**src/rtl/writeback_stage.sv**
```systemverilog
// writeback_stage: arbitrates ALU results and single-outstanding load returns onto one register-file write port
// Ports:
//   clk_i, reset_i (async, active-high)
//   alu_valid_i/alu_rd_i/alu_result_i, alu_stall_o   ALU result in; stall when a load response wins the port
//   ld_req_valid_i/ld_req_ready_o, ld_rd_i/ld_funct3_i/ld_addr_lo_i   load issue (RV32I load types)
//   mem_rsp_valid_i/mem_rsp_data_i                    aligned memory word return
//   wr_en_o/wr_index_o/wr_data_o                      registered register-file write port
//   load_pending_o/pending_rd_o                       outstanding load destination for RAW stalls
//   ld_error_o                                        one-cycle pulse for misaligned/illegal load requests
module writeback_stage #(
  parameter int XLEN = 32
) (
  input  logic            clk_i,
  input  logic            reset_i,
  input  logic            alu_valid_i,
  input  logic [4:0]      alu_rd_i,
  input  logic [XLEN-1:0] alu_result_i,
  output logic            alu_stall_o,
  input  logic            ld_req_valid_i,
  output logic            ld_req_ready_o,
  input  logic [4:0]      ld_rd_i,
  input  logic [2:0]      ld_funct3_i,
  input  logic [1:0]      ld_addr_lo_i,
  input  logic            mem_rsp_valid_i,
  input  logic [XLEN-1:0] mem_rsp_data_i,
  output logic            wr_en_o,
  output logic [4:0]      wr_index_o,
  output logic [XLEN-1:0] wr_data_o,
  output logic            load_pending_o,
  output logic [4:0]      pending_rd_o,
  output logic            ld_error_o
);
  typedef enum logic {IDLE, WAIT_MEM} state_t;
  state_t          state_q, state_d;
  logic [4:0]      rd_q, rd_d;
  logic [2:0]      f3_q, f3_d;
  logic [1:0]      lo_q, lo_d;
  logic            wr_en_q, wr_en_d;
  logic [4:0]      wr_index_q, wr_index_d;
  logic [XLEN-1:0] wr_data_q, wr_data_d;
  logic            ld_error_q, ld_error_d;
  logic            illegal, rsp_fire;
  logic [7:0]      ld_byte;
  logic [15:0]     ld_half;
  logic [XLEN-1:0] ld_data;
  // funct3 3/6/7 are not RV32I loads; halves need even, words zero address bits
  assign illegal = (ld_funct3_i == 3'd3) || (ld_funct3_i[2:1] == 2'b11) ||
                   (ld_funct3_i[1:0] == 2'b01 && ld_addr_lo_i[0]) ||
                   (ld_funct3_i == 3'd2 && ld_addr_lo_i != 2'd0);
  assign rsp_fire = (state_q == WAIT_MEM) && mem_rsp_valid_i;
  assign ld_byte  = mem_rsp_data_i[{lo_q, 3'b000} +: 8];
  assign ld_half  = mem_rsp_data_i[{lo_q[1], 4'b0000} +: 16];
  assign ld_data  = f3_q == 3'd0 ? {{(XLEN-8){ld_byte[7]}}, ld_byte} :
                    f3_q == 3'd4 ? {{(XLEN-8){1'b0}}, ld_byte} :
                    f3_q == 3'd1 ? {{(XLEN-16){ld_half[15]}}, ld_half} :
                    f3_q == 3'd5 ? {{(XLEN-16){1'b0}}, ld_half} : mem_rsp_data_i;
  // the load response owns the write port; the ALU must hold its inputs
  assign alu_stall_o    = rsp_fire && alu_valid_i;
  assign ld_req_ready_o = (state_q == IDLE);
  assign load_pending_o = (state_q == WAIT_MEM);
  assign pending_rd_o   = (state_q == WAIT_MEM) ? rd_q : 5'd0;
  assign wr_en_o        = wr_en_q;
  assign wr_index_o     = wr_index_q;
  assign wr_data_o      = wr_data_q;
  assign ld_error_o     = ld_error_q;
  always_comb begin
    state_d    = state_q;
    rd_d       = rd_q;
    f3_d       = f3_q;
    lo_d       = lo_q;
    wr_en_d    = 1'b0;
    wr_index_d = wr_index_q;
    wr_data_d  = wr_data_q;
    ld_error_d = 1'b0;
    if (state_q == IDLE && ld_req_valid_i) begin
      ld_error_d = illegal;
      if (!illegal) begin
        state_d = WAIT_MEM;
        rd_d    = ld_rd_i;
        f3_d    = ld_funct3_i;
        lo_d    = ld_addr_lo_i;
      end
    end
    // x0 destinations leave the write port completely untouched
    if (rsp_fire) begin
      state_d = IDLE;
      if (rd_q != 5'd0) begin
        wr_en_d    = 1'b1;
        wr_index_d = rd_q;
        wr_data_d  = ld_data;
      end
    end else if (alu_valid_i && alu_rd_i != 5'd0) begin
      wr_en_d    = 1'b1;
      wr_index_d = alu_rd_i;
      wr_data_d  = alu_result_i;
    end
  end
  always_ff @(posedge clk_i or posedge reset_i) begin
    if (reset_i) begin
      state_q    <= IDLE;
      rd_q       <= '0;
      f3_q       <= '0;
      lo_q       <= '0;
      wr_en_q    <= 1'b0;
      wr_index_q <= '0;
      wr_data_q  <= '0;
      ld_error_q <= 1'b0;
    end else begin
      state_q    <= state_d;
      rd_q       <= rd_d;
      f3_q       <= f3_d;
      lo_q       <= lo_d;
      wr_en_q    <= wr_en_d;
      wr_index_q <= wr_index_d;
      wr_data_q  <= wr_data_d;
      ld_error_q <= ld_error_d;
    end
  end
endmodule

```
**config.mk**
```make
export PLATFORM = sky130hd
export DESIGN_NAME = writeback_stage
export DESIGN_NICKNAME = d
export VERILOG_FILES = /design/src/rtl/writeback_stage.sv
export SDC_FILE = /design/constraint.sdc
export NUM_CORES = 1
export LEC_CHECK = 0
export ABC_AREA = 1
export CAP_MARGIN = 40
export CORE_AREA = 5 5 94 96
export DETAILED_ROUTE_END_ITERATION = 6
export DIE_AREA = 0 0 99 101
export PLACE_DENSITY_LB_ADDON = 0.15
export SLEW_MARGIN = 20
export SYNTH_ARGS = -nofsm -noshare
export SYNTH_HDL_FRONTEND = slang
export SYNTH_SLANG_ARGS = --single-unit
export TNS_END_PERCENT = 100
```
**constraint.sdc**
```tcl
create_clock -name clk_i -period 2 [get_ports clk_i]
set_input_delay 0.6 -clock clk_i [delete_from_list [all_inputs] [get_ports clk_i]]
set_output_delay 0.6 -clock clk_i [all_outputs]
set_load 0.01 [all_outputs]
```
### After elaboration in Yosys (flattened, before gate mapping)

Cells that the tools add are included.

* register bits: 50
* input port bits: 84
* logic and storage cells: 57

* equality and inequality tests: 9
* shifts and indexed selects: 2
* mux-type cells: 18
* bitwise operators: 2
* reductions and logical operators: 18

Operators with widths (number)
* $mux 32: 7
* $shiftx 32x6->16: 1
* $shiftx 32x6->8: 1
* $mux 5: 4
* $reduce_bool 5->1: 2
* $mux 1: 7
* $eq 3x2->1 const B: 2
* $eq 3x3->1 const B: 2
* $logic_and 1x1->1: 6
* $reduce_and 2->1: 3
* $reduce_bool 2->1: 3
* $ne 2x1->1 const B: 2
* $eq 3x1->1 const B: 1
* $logic_not 3->1: 1
* $logic_or 1x1->1: 3
* $eq 2x1->1 const B: 1
* $eq 2x2->1 const B: 1
* $not 1->1: 2

### Longest topological paths before layout

* depth in word-level cells: 7
* depth in mapped cells: 11

### Worst setup path after synthesis

OpenSTA, ideal clock, no wires.

* path type: input to register
* from: in alu_rd_i[3]
* to: reg wr_data_q[24] (netlist: wr_data_o[24])
* setup time: 0.116 ns
* data arrival time: 1.391 ns
* data required time: 1.884 ns
* setup slack: 0.493 ns
* cell stages on the path: 9
* buffers on the path: 1
* path through: nor2_1 nand3b_1 nand2_8 nand2_8 inv_8 buf_8 nor2_2 nand2_1 nand2_1

* cells in the longest elaborated chain, start to end: 4

RTL lines
* from (decl): RTL line 16 `input logic [4:0] alu_rd_i,`
* $reduce_bool 5->1: RTL line 92 `end else if (alu_valid_i && alu_rd_i != 5'd0) begin`
* $logic_and 1x1->1: RTL line 92
* $reduce_bool 2->1 (no source line)
* $reduce_and 2->1 (no source line)
* to (signal assigned): RTL line 115 `wr_data_q <= wr_data_d;`
* to (decl): RTL line 40 `logic [XLEN-1:0] wr_data_q, wr_data_d;`

No other way between the ends.
A chain may end at the register's enable or synchronous reset.

### Worst setup path after layout

* from: in alu_valid_i
* to: out alu_stall_o

* cells in the longest elaborated chain, start to end: 1

RTL lines
* from (decl): RTL line 15 `input logic alu_valid_i,`
* $logic_and 1x1->1: RTL line 58 `assign alu_stall_o = rsp_fire && alu_valid_i;`
* to (decl): RTL line 18 `output logic alu_stall_o,`

No other way between the ends.

==> flow_metrics.env <==
export IMPL_status="complete, no violations"
export IMPL_syn_inst=506
export IMPL_drive_gt1_frac=0.126
export IMPL_hold_class="reg2reg"
export IMPL_p_leak_nw=2.47
export IMPL_cap_violations=0
export IMPL_grt_use_total=0.209
export IMPL_tritoncts="built"
export IMPL_synth_edf_count=0
export IMPL_busiest_layer="met2"
export IMPL_synth_area_leaders="dfrtp_1 37%, nand2_1 22%, nor2_1 6.4%, nand3_1 5.8%, o21ai_0 5.1%"
export IMPL_synthArstFlopShare=1.00
export IMPL_crit_path_top_delay_cell="clkdlybuf4s50_1"
export IMPL_nets=734
export IMPL_wire_per_inst_um=14.0
export IMPL_clkLatencyLatePin_ps=310
export IMPL_p_per_area_nw_per_um2=1310
export IMPL_die_x_um=99
export IMPL_cts_root_buf="clkbuf_8"
export IMPL_viasPerCell=4.80
export IMPL_netlist_top_cells_count="193 x nand2_1, 57 x nor2_1, 50 x dfrtp_1"
export IMPL_grt_use_met3=0.0436
export IMPL_synth_top_area_share=0.374
export IMPL_end_kind="output port"
export IMPL_p_total_mw=6.60
export IMPL_critPathKind="in2out"
export IMPL_ys_ff_latch=50
export IMPL_worstMarginPinSlew_ps=466
export IMPL_die_h_um=101
export IMPL_vias=3630
export IMPL_start_kind="input port"
export IMPL_peakVddDrop_mv=0.637
export IMPL_clockBufferDepth=2
export IMPL_slew_headroom=0.689
export IMPL_start_util=0.420
export IMPL_place_hpwl_um=8260
export IMPL_syn_area_per_cell_um2=6.61
export IMPL_place_congestion=0.867
export IMPL_synth_compound_area_frac=0.0893
export IMPL_htreeDepth=2
export IMPL_route_detailed_drc=0
export IMPL_crit_family="buffers and inverters"
export IMPL_hold_viol_final=0
export IMPL_drt_initial_drc_count=149
export IMPL_synth_net_count=590
export IMPL_yosys_warnings=0
export IMPL_ys_seq_area_frac=0.374
export IMPL_clk_pin_slew_ps=90
export IMPL_clock_sinks=50
export IMPL_switchingPower_mw=2.82
export IMPL_clkPwrFrac=0.110
export IMPL_fin_crit_ps=1910
export IMPL_std_cell_rows=33
export IMPL_ant_nets=0
export IMPL_synth_top_family_by_area="simple AND/OR/NAND/NOR gates"
export IMPL_p_sw_frac=0.428
export IMPL_reg2reg_depth=8
export IMPL_sequentialPowerShare=0.290
export IMPL_max_freq_mhz=524
export IMPL_io_buffers=130
export IMPL_fin_crit_sh=0.955
export IMPL_slew_viol_final=0
export IMPL_setup_viol=0
export IMPL_synth_most_common_cell="nand2_1"
export IMPL_final_setup_tns_ps=0
export IMPL_crit_buf_inv=3
export IMPL_first_pass_iters=4
export IMPL_slowest_delay_ps=450
export IMPL_path_cells="clkdlybuf4s50_1 > inv_1 > nor2_2 > buf_2"
export IMPL_synth_simple_area_share=0.422
export IMPL_syn_area_um2=3350
export IMPL_whs_path_depth=2
export IMPL_synth_cell_types=28
export IMPL_skew_ps=10.5
export IMPL_wl_um=10600
export IMPL_combPwrFrac=0.599
export IMPL_path_depth=4
export IMPL_diodes=0
export IMPL_use_met1=0.265
export IMPL_grt_max_degree=51
export IMPL_area_growth_pct=50.7
export IMPL_fp_dieArea_um2=10000
export IMPL_use_met2=0.365
export IMPL_yosys_area_top_type="dfrtp_1"
export IMPL_overflow=0
export IMPL_synth_ff_type="dfrtp_1"
export IMPL_synth_fa_ha_area_frac=0
export IMPL_rsz0062_at_grt="false"
export IMPL_cp_arrival_ps=1310
export IMPL_synthXorXnorAreaFrac=0
export IMPL_p_int_mw=3.78
export IMPL_core_um2=7970
export IMPL_cp_max_fo=2
export IMPL_antenna_found_initial=0
export IMPL_numCtsBuffers=5
export IMPL_pin_count=131
export IMPL_grt_pass1_wl_um=16900
export IMPL_grt_pass1_vias=3583
export IMPL_synthMuxAreaShare=0.00598
export IMPL_required_ps=1400
-- path summary, 6_finish.rpt --
kind	startpoint	to	slack [ps]
setup / recovery	alu_valid_i	alu_stall_o	90
hold / removal	wr_data_o[17]	wr_data_o[17]	490
setup reg to reg	f3_q[0]	wr_data_o[11]	300
hold reg to reg	wr_data_o[17]	wr_data_o[17]	490
max in group asynchronous	reset_i	load_pending_o	1110
min in group asynchronous	reset_i	wr_data_o[18]	650
-- worst reg2reg max path: cells and delay by family (launching register included) --
family,cells,cell delay [ps]
flip-flops,1,560
buffers and inverters,2,300
AND/OR/NAND/NOR,4,480
AO/OA/AOI/OAI,2,310
-- sequential cells by signal (all words and copies together) (netlist names) --
signal and cells:
f3_q 3, ld_error_o 1, lo_q 2, load_pending_o 1
rd_q 5, wr_data_o 32, wr_en_o 1, wr_index_o 5
-- cell families after synthesis --
logic type / count (synthesis)
muxes: 2
AOI/OAI and AO/OA: 57
DFF: 50
and+or+nand+nor: 324
buffers and inverters: 73
-- area by class of cell --
type,instances,area (um2)
Fill cell,732,2920
Tap cell,105,131
Sequential cell,50,1250
Clock inverter,3,45.0
Clock buffer,5,68.8
Inverter,46,190
Timing Repair Buffer,164,1620
Multi-Input combinational cell,383,1740
-- repair_timing --
item / in CTS / in global routing
buffers inserted: 3 / 0
resized for setup: 11 / 2
endpoints found under the setup margin: 8 / 2
pin swaps: 0 / 1
hold buffers: 0 / 0
-- through the flow --
stage / cells / setup WS, ps / hold slack, ps / cell area [um2] / utilization
floorplan: 506 / 199 / 474 / 3350 / -
global placement: 745 / -496 / 461 / 4910 / 0.617
detailed placement: 745 / -493 / 466 / 4910 / 0.617
CTS: 756 / 7.34 / 490 / 5040 / 0.632
global route: 756 / 23.9 / 506 / 5040 / 0.633
finish: 756 / 90.2 / 487 / 5040 / 0.633
-- per-layer routing --
layer | wire (um) | up-vias | part of all wire
li1 | - | 1863 | -
met1 | 4550 | 1646 | 0.43
met2 | 5220 | 109 | 0.49
met3 | 646 | 12 | 0.061
met4 | 157 | 0 | 0.015
met5 | 0 | - | 0
-- power by group through the flow --
stage | clock, mW | combinational [mW] | sequential (mW)
global placement | 0 | 3.88 | 1.93
global route | 0.795 | 4.37 | 1.99
CTS | 0.754 | 3.99 | 1.92
floorplan | 0 | 2.10 | 1.97
detailed placement | 0 | 3.94 | 1.95
finish | 0.729 | 3.96 | 1.92
-- cell usage in the layout (no fill, tap or decap), drive strengths merged --
cell | synthesis | final
a21boi | 3 | 3
a21oi | 12 | 12
a22o | 1 | 1
buf | 23 | 35
bufinv | 0 | 1
clkbuf | 4 | 5
clkdlybuf4s50 | 0 | 122
clkinvlp | 0 | 2
dfrtp | 50 | 50
dlygate4sd2 | 0 | 6
dlymetal6s2s | 0 | 1
inv | 46 | 46
mux2i | 2 | 2
nand2 | 199 | 199
nand3 | 39 | 39
nand3b | 1 | 1
nand4 | 5 | 5
nor2 | 79 | 79
o211ai | 1 | 1
o21ai | 40 | 40
or2 | 1 | 1
No activity file was read; power rests on OpenSTA's default activity.
